**config.mk**
```make
export PLATFORM = sky130hd
export DESIGN_NAME = multicycle_ctrl
export DESIGN_NICKNAME = d
export VERILOG_FILES = /design/src/rtl/multicycle_ctrl.sv
export SDC_FILE = /design/constraint.sdc
export NUM_CORES = 1
export LEC_CHECK = 0
export CORE_UTILIZATION = 35
export DETAILED_ROUTE_END_ITERATION = 8
export PLACE_DENSITY = 0.76
export SYNTH_ARGS = -nofsm -noshare
export SYNTH_HDL_FRONTEND = slang
export SYNTH_SLANG_ARGS = --single-unit
```
**constraint.sdc**
```tcl
create_clock -name clk -period 1.6 [get_ports clk]
set_input_delay 0.24 -clock clk [delete_from_list [all_inputs] [get_ports clk]]
set_output_delay 0.24 -clock clk [all_outputs]
set_load 0.01 [all_outputs]
```
**src/rtl/multicycle_ctrl.sv**
```systemverilog
// multicycle_ctrl: main control FSM of the multi-cycle MIPS-subset datapath.
// Optional `MEM_HANDSHAKE_EN: FETCH/MEMRD/MEMWR wait for mem_ready.
module multicycle_ctrl #(
    parameter int OP_BITS    = 6,
    parameter int FUNCT_BITS = 6
) (
    input  logic               clk,
    input  logic               rst_n,
    input  logic [OP_BITS-1:0] opcode,
    input  logic               zero,
    input  logic               mem_ready,
    output logic               pc_write,
    output logic               ir_write,
    output logic               mem_read,
    output logic               mem_write,
    output logic               i_or_d,
    output logic               reg_write,
    output logic               reg_dst,
    output logic               mem_to_reg,
    output logic               alu_src_a,
    output logic [1:0]         alu_src_b,
    output logic [1:0]         alu_op,
    output logic [1:0]         pc_src,
    output logic               ext_sel,
    output logic               illegal_op,
    output logic [3:0]         state
);

    localparam logic [3:0] S_RST    = 4'd0;
    localparam logic [3:0] S_FETCH  = 4'd1;
    localparam logic [3:0] S_DECODE = 4'd2;
    localparam logic [3:0] S_MEMADR = 4'd3;
    localparam logic [3:0] S_MEMRD  = 4'd4;
    localparam logic [3:0] S_MEMWB  = 4'd5;
    localparam logic [3:0] S_MEMWR  = 4'd6;
    localparam logic [3:0] S_EXEC   = 4'd7;
    localparam logic [3:0] S_ALUWB  = 4'd8;
    localparam logic [3:0] S_BRANCH = 4'd9;
    localparam logic [3:0] S_ADDIEX = 4'd10;
    localparam logic [3:0] S_ADDIWB = 4'd11;
    localparam logic [3:0] S_JUMP   = 4'd12;

    localparam logic [OP_BITS-1:0] OP_R    = OP_BITS'(6'b000000);
    localparam logic [OP_BITS-1:0] OP_J    = OP_BITS'(6'b000010);
    localparam logic [OP_BITS-1:0] OP_BEQ  = OP_BITS'(6'b000100);
    localparam logic [OP_BITS-1:0] OP_ADDI = OP_BITS'(6'b001000);
    localparam logic [OP_BITS-1:0] OP_LW   = OP_BITS'(6'b100011);
    localparam logic [OP_BITS-1:0] OP_SW   = OP_BITS'(6'b101011);

    logic [3:0] state_q;
    logic [3:0] state_d;
    logic       mem_ok;

    // funct is decoded by ALU control, not here
    logic [FUNCT_BITS-1:0] unused_funct;
    assign unused_funct = '0;

`ifdef MEM_HANDSHAKE_EN
    assign mem_ok = mem_ready;
`else
    logic unused_ready;
    assign unused_ready = mem_ready;
    assign mem_ok       = 1'b1;
`endif

    always_ff @(posedge clk or negedge rst_n) begin
        if (!rst_n) begin
            state_q <= S_RST;
        end else begin
            state_q <= state_d;
        end
    end

    always_comb begin
        state_d = S_RST;
        case (state_q)
            S_RST:    state_d = S_FETCH;
            S_FETCH:  state_d = mem_ok ? S_DECODE : S_FETCH;
            S_DECODE: begin
                case (opcode)
                    OP_LW,
                    OP_SW:   state_d = S_MEMADR;
                    OP_R:    state_d = S_EXEC;
                    OP_BEQ:  state_d = S_BRANCH;
                    OP_ADDI: state_d = S_ADDIEX;
                    OP_J:    state_d = S_JUMP;
                    default: state_d = S_FETCH;
                endcase
            end
            S_MEMADR: state_d = (opcode == OP_SW) ? S_MEMWR : S_MEMRD;
            S_MEMRD:  state_d = mem_ok ? S_MEMWB : S_MEMRD;
            S_MEMWB:  state_d = S_FETCH;
            S_MEMWR:  state_d = mem_ok ? S_FETCH : S_MEMWR;
            S_EXEC:   state_d = S_ALUWB;
            S_ALUWB:  state_d = S_FETCH;
            S_BRANCH: state_d = S_FETCH;
            S_ADDIEX: state_d = S_ADDIWB;
            S_ADDIWB: state_d = S_FETCH;
            S_JUMP:   state_d = S_FETCH;
            default:  state_d = S_RST;
        endcase
    end

    always_comb begin
        pc_write   = 1'b0;
        ir_write   = 1'b0;
        mem_read   = 1'b0;
        mem_write  = 1'b0;
        i_or_d     = 1'b0;
        reg_write  = 1'b0;
        reg_dst    = 1'b0;
        mem_to_reg = 1'b0;
        alu_src_a  = 1'b0;
        alu_src_b  = 2'b00;
        alu_op     = 2'b00;
        pc_src     = 2'b00;
        ext_sel    = 1'b0;
        illegal_op = 1'b0;
        case (state_q)
            S_FETCH: begin
                // PC and IR load only in the cycle memory delivers
                mem_read  = 1'b1;
                ir_write  = mem_ok;
                pc_write  = mem_ok;
                alu_src_b = 2'b01;
            end
            S_DECODE: begin
                alu_src_b  = 2'b11;
                illegal_op = !(opcode inside
                    {OP_LW, OP_SW, OP_R, OP_BEQ, OP_ADDI, OP_J});
            end
            S_MEMADR: begin
                alu_src_a = 1'b1;
                alu_src_b = 2'b10;
            end
            S_MEMRD: begin
                i_or_d   = 1'b1;
                mem_read = 1'b1;
            end
            S_MEMWB: begin
                reg_write  = 1'b1;
                mem_to_reg = 1'b1;
            end
            S_MEMWR: begin
                i_or_d    = 1'b1;
                mem_write = 1'b1;
            end
            S_EXEC: begin
                alu_src_a = 1'b1;
                alu_op    = 2'b10;
            end
            S_ALUWB: begin
                reg_write = 1'b1;
                reg_dst   = 1'b1;
            end
            S_BRANCH: begin
                alu_src_a = 1'b1;
                alu_op    = 2'b01;
                pc_src    = 2'b01;
                pc_write  = zero;
            end
            S_ADDIEX: begin
                alu_src_a = 1'b1;
                alu_src_b = 2'b10;
            end
            S_ADDIWB: reg_write = 1'b1;
            S_JUMP: begin
                ext_sel  = 1'b1;
                pc_src   = 2'b10;
                pc_write = 1'b1;
            end
            default: ;
        endcase
    end

    assign state = state_q;

endmodule

```
==> impl_metrics.env, run 1 <==
export IMPL_status="finished with violations"
export IMPL_violations="negative setup slack"
export IMPL_drive_gt1_frac=0.435
export IMPL_ys_types=30
export IMPL_dieArea_sq_um=1640
export IMPL_clk_pin_slew_worst_paths_ns=0.04
export IMPL_critPathTopFamily="flip-flops"
export IMPL_dpl_hpwl_microns=1240
export IMPL_max_cap_violations=0
export IMPL_crit_chain="buf_6 -> nor2b_2 -> nand2_1 -> o21ai_2 -> a21o_1 -> buf_6"
export IMPL_start_kind="register"
export IMPL_ant_nets=0
export IMPL_critPathMaxFanout=5
export IMPL_final_cell_area_sq_um=995
export IMPL_grt_pass1_wl_microns=2590
export IMPL_cp_arrival_ns=1.36
export IMPL_die_y_microns=40.5
export IMPL_finalSetupViolCount=1
export IMPL_clock_sinks=4
export IMPL_hold_violations=0
export IMPL_finalPower_mw=1.44
export IMPL_path_class="register to output pin"
export IMPL_syn_inst=76
export IMPL_track_usage=0.236
export IMPL_num_vias=725
export IMPL_setup_ws_ns=-0.00321
export IMPL_ys_warn_count=0
export IMPL_cp_num_buf_inv=2
export IMPL_peakVddDrop_uv=1000
export IMPL_period_needed_ns=1.60
export IMPL_yosysSeqAreaShare=0.193
export IMPL_power_density_nw_per_um2=1450
export IMPL_crit_slowest_cell="dfrtp_2"
export IMPL_coreArea_sq_um=1330
export IMPL_port_buffers=29
export IMPL_tightest_slew_ns=0.362
export IMPL_hp_class="input port to async pin"
export IMPL_slew_headroom=0.756
export IMPL_skew_ns=0.000632
export IMPL_first_pass_iters=4
export IMPL_start_util=0.388
export IMPL_worst_path_largest_cell_delay_ns=0.43
export IMPL_fp_dieW_microns=40.5
export IMPL_synthToLayoutAreaGrowth_pct=92.0
export IMPL_syn_avg_cell_area_sq_um=6.82
export IMPL_avgRoutedWirePerCell_microns=12.1
export IMPL_clk_latency_ns=0.23
export IMPL_htreeDepth=1
export IMPL_critPathCaptureType="output pin"
export IMPL_clk_path_buf_depth=2
export IMPL_ios=31
export IMPL_syn_nets=86
export IMPL_cts_buffers=3
export IMPL_dpl_instance_area_sq_um=933
export IMPL_post_route_period_util=1.00
export IMPL_place_gp_congestion=0.751
export IMPL_via_per_inst=5.22
export IMPL_cts_tree="built"
export IMPL_p_leak_nw=0.548
export IMPL_netlist_top_cells_area="dfrtp_1 19%, nor2_1 9.4%, nor3_1 7.7%"
export IMPL_grt_pass1_vias=639
export IMPL_nFillCells=106
export IMPL_rsz0062_at_grt="yes"
export IMPL_yosysTopAreaCell="dfrtp_1"
export IMPL_grt_ovfl_total=0
export IMPL_drc=0
export IMPL_slew_violations=0
export IMPL_largest_reg_flops=4
export IMPL_fmax_ghz=0.624
export IMPL_multiInputGateArea_sq_um=408
export IMPL_wirelength_microns=1680
export IMPL_synth_cell_area_sq_um=518
export IMPL_cp_common_cell="buf_6"
export IMPL_fin_nets=136
export IMPL_synth_top_area_frac=0.193
export IMPL_ctsRootBufferMaster="clkbuf_4"
export IMPL_grt_max_degree=13
export IMPL_ff_latch_area_sq_um=103
export IMPL_drt_iter0_markers=7
export IMPL_required_ns=1.36
export IMPL_ys_seq_elements=4
export IMPL_antenna_found_initial=0
export IMPL_num_antenna_cells=0
export IMPL_rows=13
## where the power goes
group	switching (mW)	internal (mW)
registers	0.0386	0.144
logic	0.575	0.564
clock network	0.0388	0.0837
total	0.653	0.792
## through the flow
stage / std cells / worst slack [ns] / hold slack [ns] / utilization / setup TNS [ns]
after floorplan: 76 / 0.0147 / -0.0556 / - / 0
after global placement: 133 / -0.373 / 0.444 / 0.700 / -1.57
after detailed placement: 133 / -0.411 / 0.453 / 0.700 / -1.93
after CTS: 137 / -0.0584 / 0.203 / 0.736 / -0.0633
after global routing: 139 / -0.0637 / 0.202 / 0.746 / -0.142
final: 139 / -0.00321 / 0.206 / 0.746 / -0.00321
## cells in the mapped netlist, drive strengths merged
cell type  number
a21o            1
o211ai          2
o21ai           5
nor2           14
xnor2           1
a311oi          1
o21bai          1
inv             1
o41ai           1
xor2            2
nand2           8
maj3            1
nor2b           1
nor3            8
o211a           1
or3             1
or4             1
buf             6
and3            1
mux2i           1
a21oi           6
dfrtp           4
nand2b          5
a211oi          1
clkbuf          2
## logic make-up (layout without fill, tap and decap cells)
| logic type | count (synthesis) | after routing | share of synthesized area |
|---|---|---|---|
| buffers and inverters | 9 | 57 | 0.106 |
| flip-flops | 4 | 4 | 0.193 |
| AO/OA/AOI/OAI | 19 | 19 | 0.242 |
| adder cells (fa/ha/maj) | 1 | 1 | 0.0193 |
| XOR/XNOR | 3 | 3 | 0.0507 |
| AND/OR/NAND/NOR | 39 | 39 | 0.370 |
| multiplexers | 1 | 1 | 0.0193 |
## placed cells by master, fill, tap and decap left out, types with 4 or more instances in the layout
cell | Yosys | final
clkbuf_2 | 0 | 5
dlymetal6s2s_1 | 0 | 6
clkdlybuf4s50_1 | 0 | 4
buf_6 | 1 | 5
buf_2 | 2 | 6
a21oi_1 | 6 | 6
nor3_1 | 8 | 5
nor2_1 | 13 | 12
nand2_1 | 8 | 8
dlygate4sd2_1 | 0 | 6
buf_4 | 3 | 20
## routing by layer
metal	track usage	share of wire	up-vias
met5	0	0	-
met3	0.0667	0.055	2
li1	-	-	360
met4	0.0667	0.010	0
met2	0.429	0.52	30
met1	0.262	0.41	333
## what timing repair did
action	CTS	global route
gates resized for setup	48	27
hold buffers	0	0
buffers inserted	1	2
setup endpoints to repair	19	19
pin swaps	0	1
## cell type report
type,count,share of cell area
Clock buffer,3,0.0226
Inverter,1,0.00377
Multi-Input combinational cell,63,0.410
Sequential cell,4,0.103
Tap cell,15,0.0189
Timing Repair Buffer,53,0.442
## worst register-to-register path, delay by kind of cell (launching register included)
family / cells / cell delay (ns)
AOI/OAI and AO/OA: 1 / 0.07
and+or+nand+nor: 2 / 0.66
DFF: 1 / 0.43
buffers and inverters: 2 / 0.31
## final timing paths
path,end,cells after the start,slack [ns],startpoint
max,reg_write,6,-0.003,state[3]
min,state[0],1,0.21,rst_n
max reg2reg,state[1],5,0.05,state[2]
min reg2reg,state[2],2,0.66,state[3]
max in group asynchronous,state[3],1,1.22,rst_n
min in group clk,state[3],4,0.48,opcode[5]
No activity file was read; power rests on OpenSTA's default activity.
==> run 2: changes to the inputs <==
--- a/config.mk
+++ b/config.mk
@@ -5,9 +5,8 @@
 export SDC_FILE = /design/constraint.sdc
 export NUM_CORES = 1
 export LEC_CHECK = 0
-export CORE_UTILIZATION = 35
+export CORE_UTILIZATION = 29
 export DETAILED_ROUTE_END_ITERATION = 8
-export PLACE_DENSITY = 0.76
 export SYNTH_ARGS = -nofsm -noshare
 export SYNTH_HDL_FRONTEND = slang
 export SYNTH_SLANG_ARGS = --single-unit
==> impl_metrics.env, run 2 (same netlist as run 1, synthesis figures left out) <==
export IMPL_fin_nets=145
export IMPL_violations="design-rule violations, negative setup slack"
export IMPL_grt_max_degree=12
export IMPL_skew_ns=0.00317
export IMPL_peakVddDrop_uv=906
export IMPL_track_usage=0.201
export IMPL_hold_violations=0
export IMPL_rsz0062_at_grt="yes"
export IMPL_htreeDepth=1
export IMPL_p_leak_nw=0.591
export IMPL_ant_nets=0
export IMPL_largest_reg_flops=4
export IMPL_path_class="register to output pin"
export IMPL_setup_ws_ns=-0.0227
export IMPL_fp_dieW_microns=44.3
export IMPL_max_cap_violations=0
export IMPL_place_ws_ns=-0.385
export IMPL_dpl_hpwl_microns=1250
export IMPL_finalSetupViolCount=1
export IMPL_critPathMaxFanout=4
export IMPL_cts_tree="built"
export IMPL_cts_hold_buf=0
export IMPL_first_pass_iters=6
export IMPL_clk_path_buf_depth=2
export IMPL_dieArea_sq_um=1960
export IMPL_place_gp_congestion=0.790
export IMPL_drive_gt1_frac=0.504
export IMPL_num_antenna_cells=0
export IMPL_cts_buffers=3
export IMPL_wirelength_microns=1850
export IMPL_fmax_ghz=0.616
export IMPL_reg2reg_from="state[2]"
export IMPL_clk_pin_slew_worst_paths_ns=0.04
export IMPL_grt_pass1_wl_microns=2910
export IMPL_ctsRootBufferMaster="clkbuf_4"
export IMPL_grt_pass1_vias=714
export IMPL_drc=4
export IMPL_crit_chain="nand2b_4 -> nor3_4 -> o211a_1 -> buf_2"
export IMPL_nFillCells=134
export IMPL_via_per_inst=4.74
export IMPL_antenna_found_initial=0
export IMPL_port_buffers=29
export IMPL_tightest_slew_ns=0.265
export IMPL_crit_slowest_cell="dfrtp_2"
export IMPL_setup_tns_ns=-0.0227
export IMPL_status="finished with violations"
export IMPL_num_vias=744
export IMPL_coreArea_sq_um=1590
export IMPL_ios=31
export IMPL_hp_class="input port to async pin"
export IMPL_final_common_cell="buf_4"
export IMPL_start_kind="register"
export IMPL_synthToLayoutAreaGrowth_pct=121
export IMPL_die_y_microns=44.3
export IMPL_clk_latency_ns=0.24
export IMPL_drt_iter0_markers=19
export IMPL_start_util=0.325
export IMPL_cp_startpoint="state[0]"
export IMPL_slew_violations=0
export IMPL_layout_common_cells="27 x buf_4, 13 x nor2_1, 7 x buf_2"
export IMPL_grt_ovfl_total=0
export IMPL_r2r_slack_ns=0.06
export IMPL_clock_sinks=4
export IMPL_critPathCaptureType="output pin"
export IMPL_rows=14
export IMPL_post_route_period_util=1.01
export IMPL_slew_headroom=0.821
export IMPL_power_density_nw_per_um2=1550
export IMPL_worst_path_largest_cell_delay_ns=0.45
export IMPL_period_needed_ns=1.62
export IMPL_avgRoutedWirePerCell_microns=11.8
export IMPL_required_ns=1.36
export IMPL_cp_arrival_ns=1.38
==> run 2: changes by cell type in the layout (fill, tap and decap cells not counted), moves of 2 or more <==
cell             change
buf_4                +7
buf_6                -2
clkdlybuf4s15_1      +2
clkdlybuf4s50_1      +2
dlygate4sd2_1        -2
dlymetal6s2s_1       -2
nand2_1              -2
nand2_2              +2
nand2b_1             -2
nand2b_4             +2
o21ai_1              +2
==> run 2: final timing paths <==
path,end,depth (start not counted)
worst max-delay path,illegal_op,4
worst min-delay path,state[3],1
worst max register to register,state[1],5
worst min register to register,state[2],2
max in group asynchronous,state[1],1
min in group clk,state[3],4
==> run 2: where the power goes <==
part           switching (mW)  internal, mW  leakage [nW]
clock                  0.0455        0.0842        0.0138
combinational           0.621         0.811         0.530
sequential             0.0609         0.147        0.0469
total                   0.728          1.04         0.591
==> run 2: through the flow <==
stage / cell area, sq um / hold WS (ns) / instances / total power [mW] / utilization
2_1_floorplan: 518 / -0.0556 / 76 / 0.759 / -
3_3_place_gp: 990 / 0.449 / 148 / 1.37 / 0.621
3_5_place_dp: 990 / 0.453 / 148 / 1.39 / 0.621
4_1_cts: 1070 / 0.197 / 155 / 1.62 / 0.673
5_1_grt: 1140 / 0.219 / 157 / 1.90 / 0.717
6_report: 1140 / 0.200 / 157 / 1.77 / 0.717
==> run 2: metal layers <==
| layer | routed length (microns) | vias to the layer above | track usage |
|---|---|---|---|
| li1 | - | 379 | - |
| met1 | 740 | 335 | 0.224 |
| met2 | 1000 | 27 | 0.382 |
| met3 | 81 | 3 | 0.0122 |
| met4 | 24 | 0 | 0.0909 |
| met5 | 0 | - | 0 |
==> run 2: what timing repair did <==
action	4_1_cts	5_1_grt
endpoints found under the setup margin	20	19
gates cloned	1	1
buffers inserted	3	1
resized for setup	49	33
endpoints found under the hold margin	0	0
pin swaps	2	3
==> run 2: area by class of cell <==
| class | count | area [sq um] | area share |
|---|---|---|---|
| Tap cell | 24 | 30.0 | 0.0263 |
| Clock buffer | 3 | 22.5 | 0.0197 |
| Timing Repair Buffer | 62 | 544 | 0.476 |
| Multi-Input combinational cell | 63 | 438 | 0.383 |
| Sequential cell | 4 | 104 | 0.0909 |
| Inverter | 1 | 3.75 | 0.00329 |
==> run 2: critical path: cells and delay by family, from the launching register on <==
kind	cells	cell delay, ns
buf+inv	1	0.12
flops	1	0.45
simple gates	2	0.39
compound gates	1	0.17
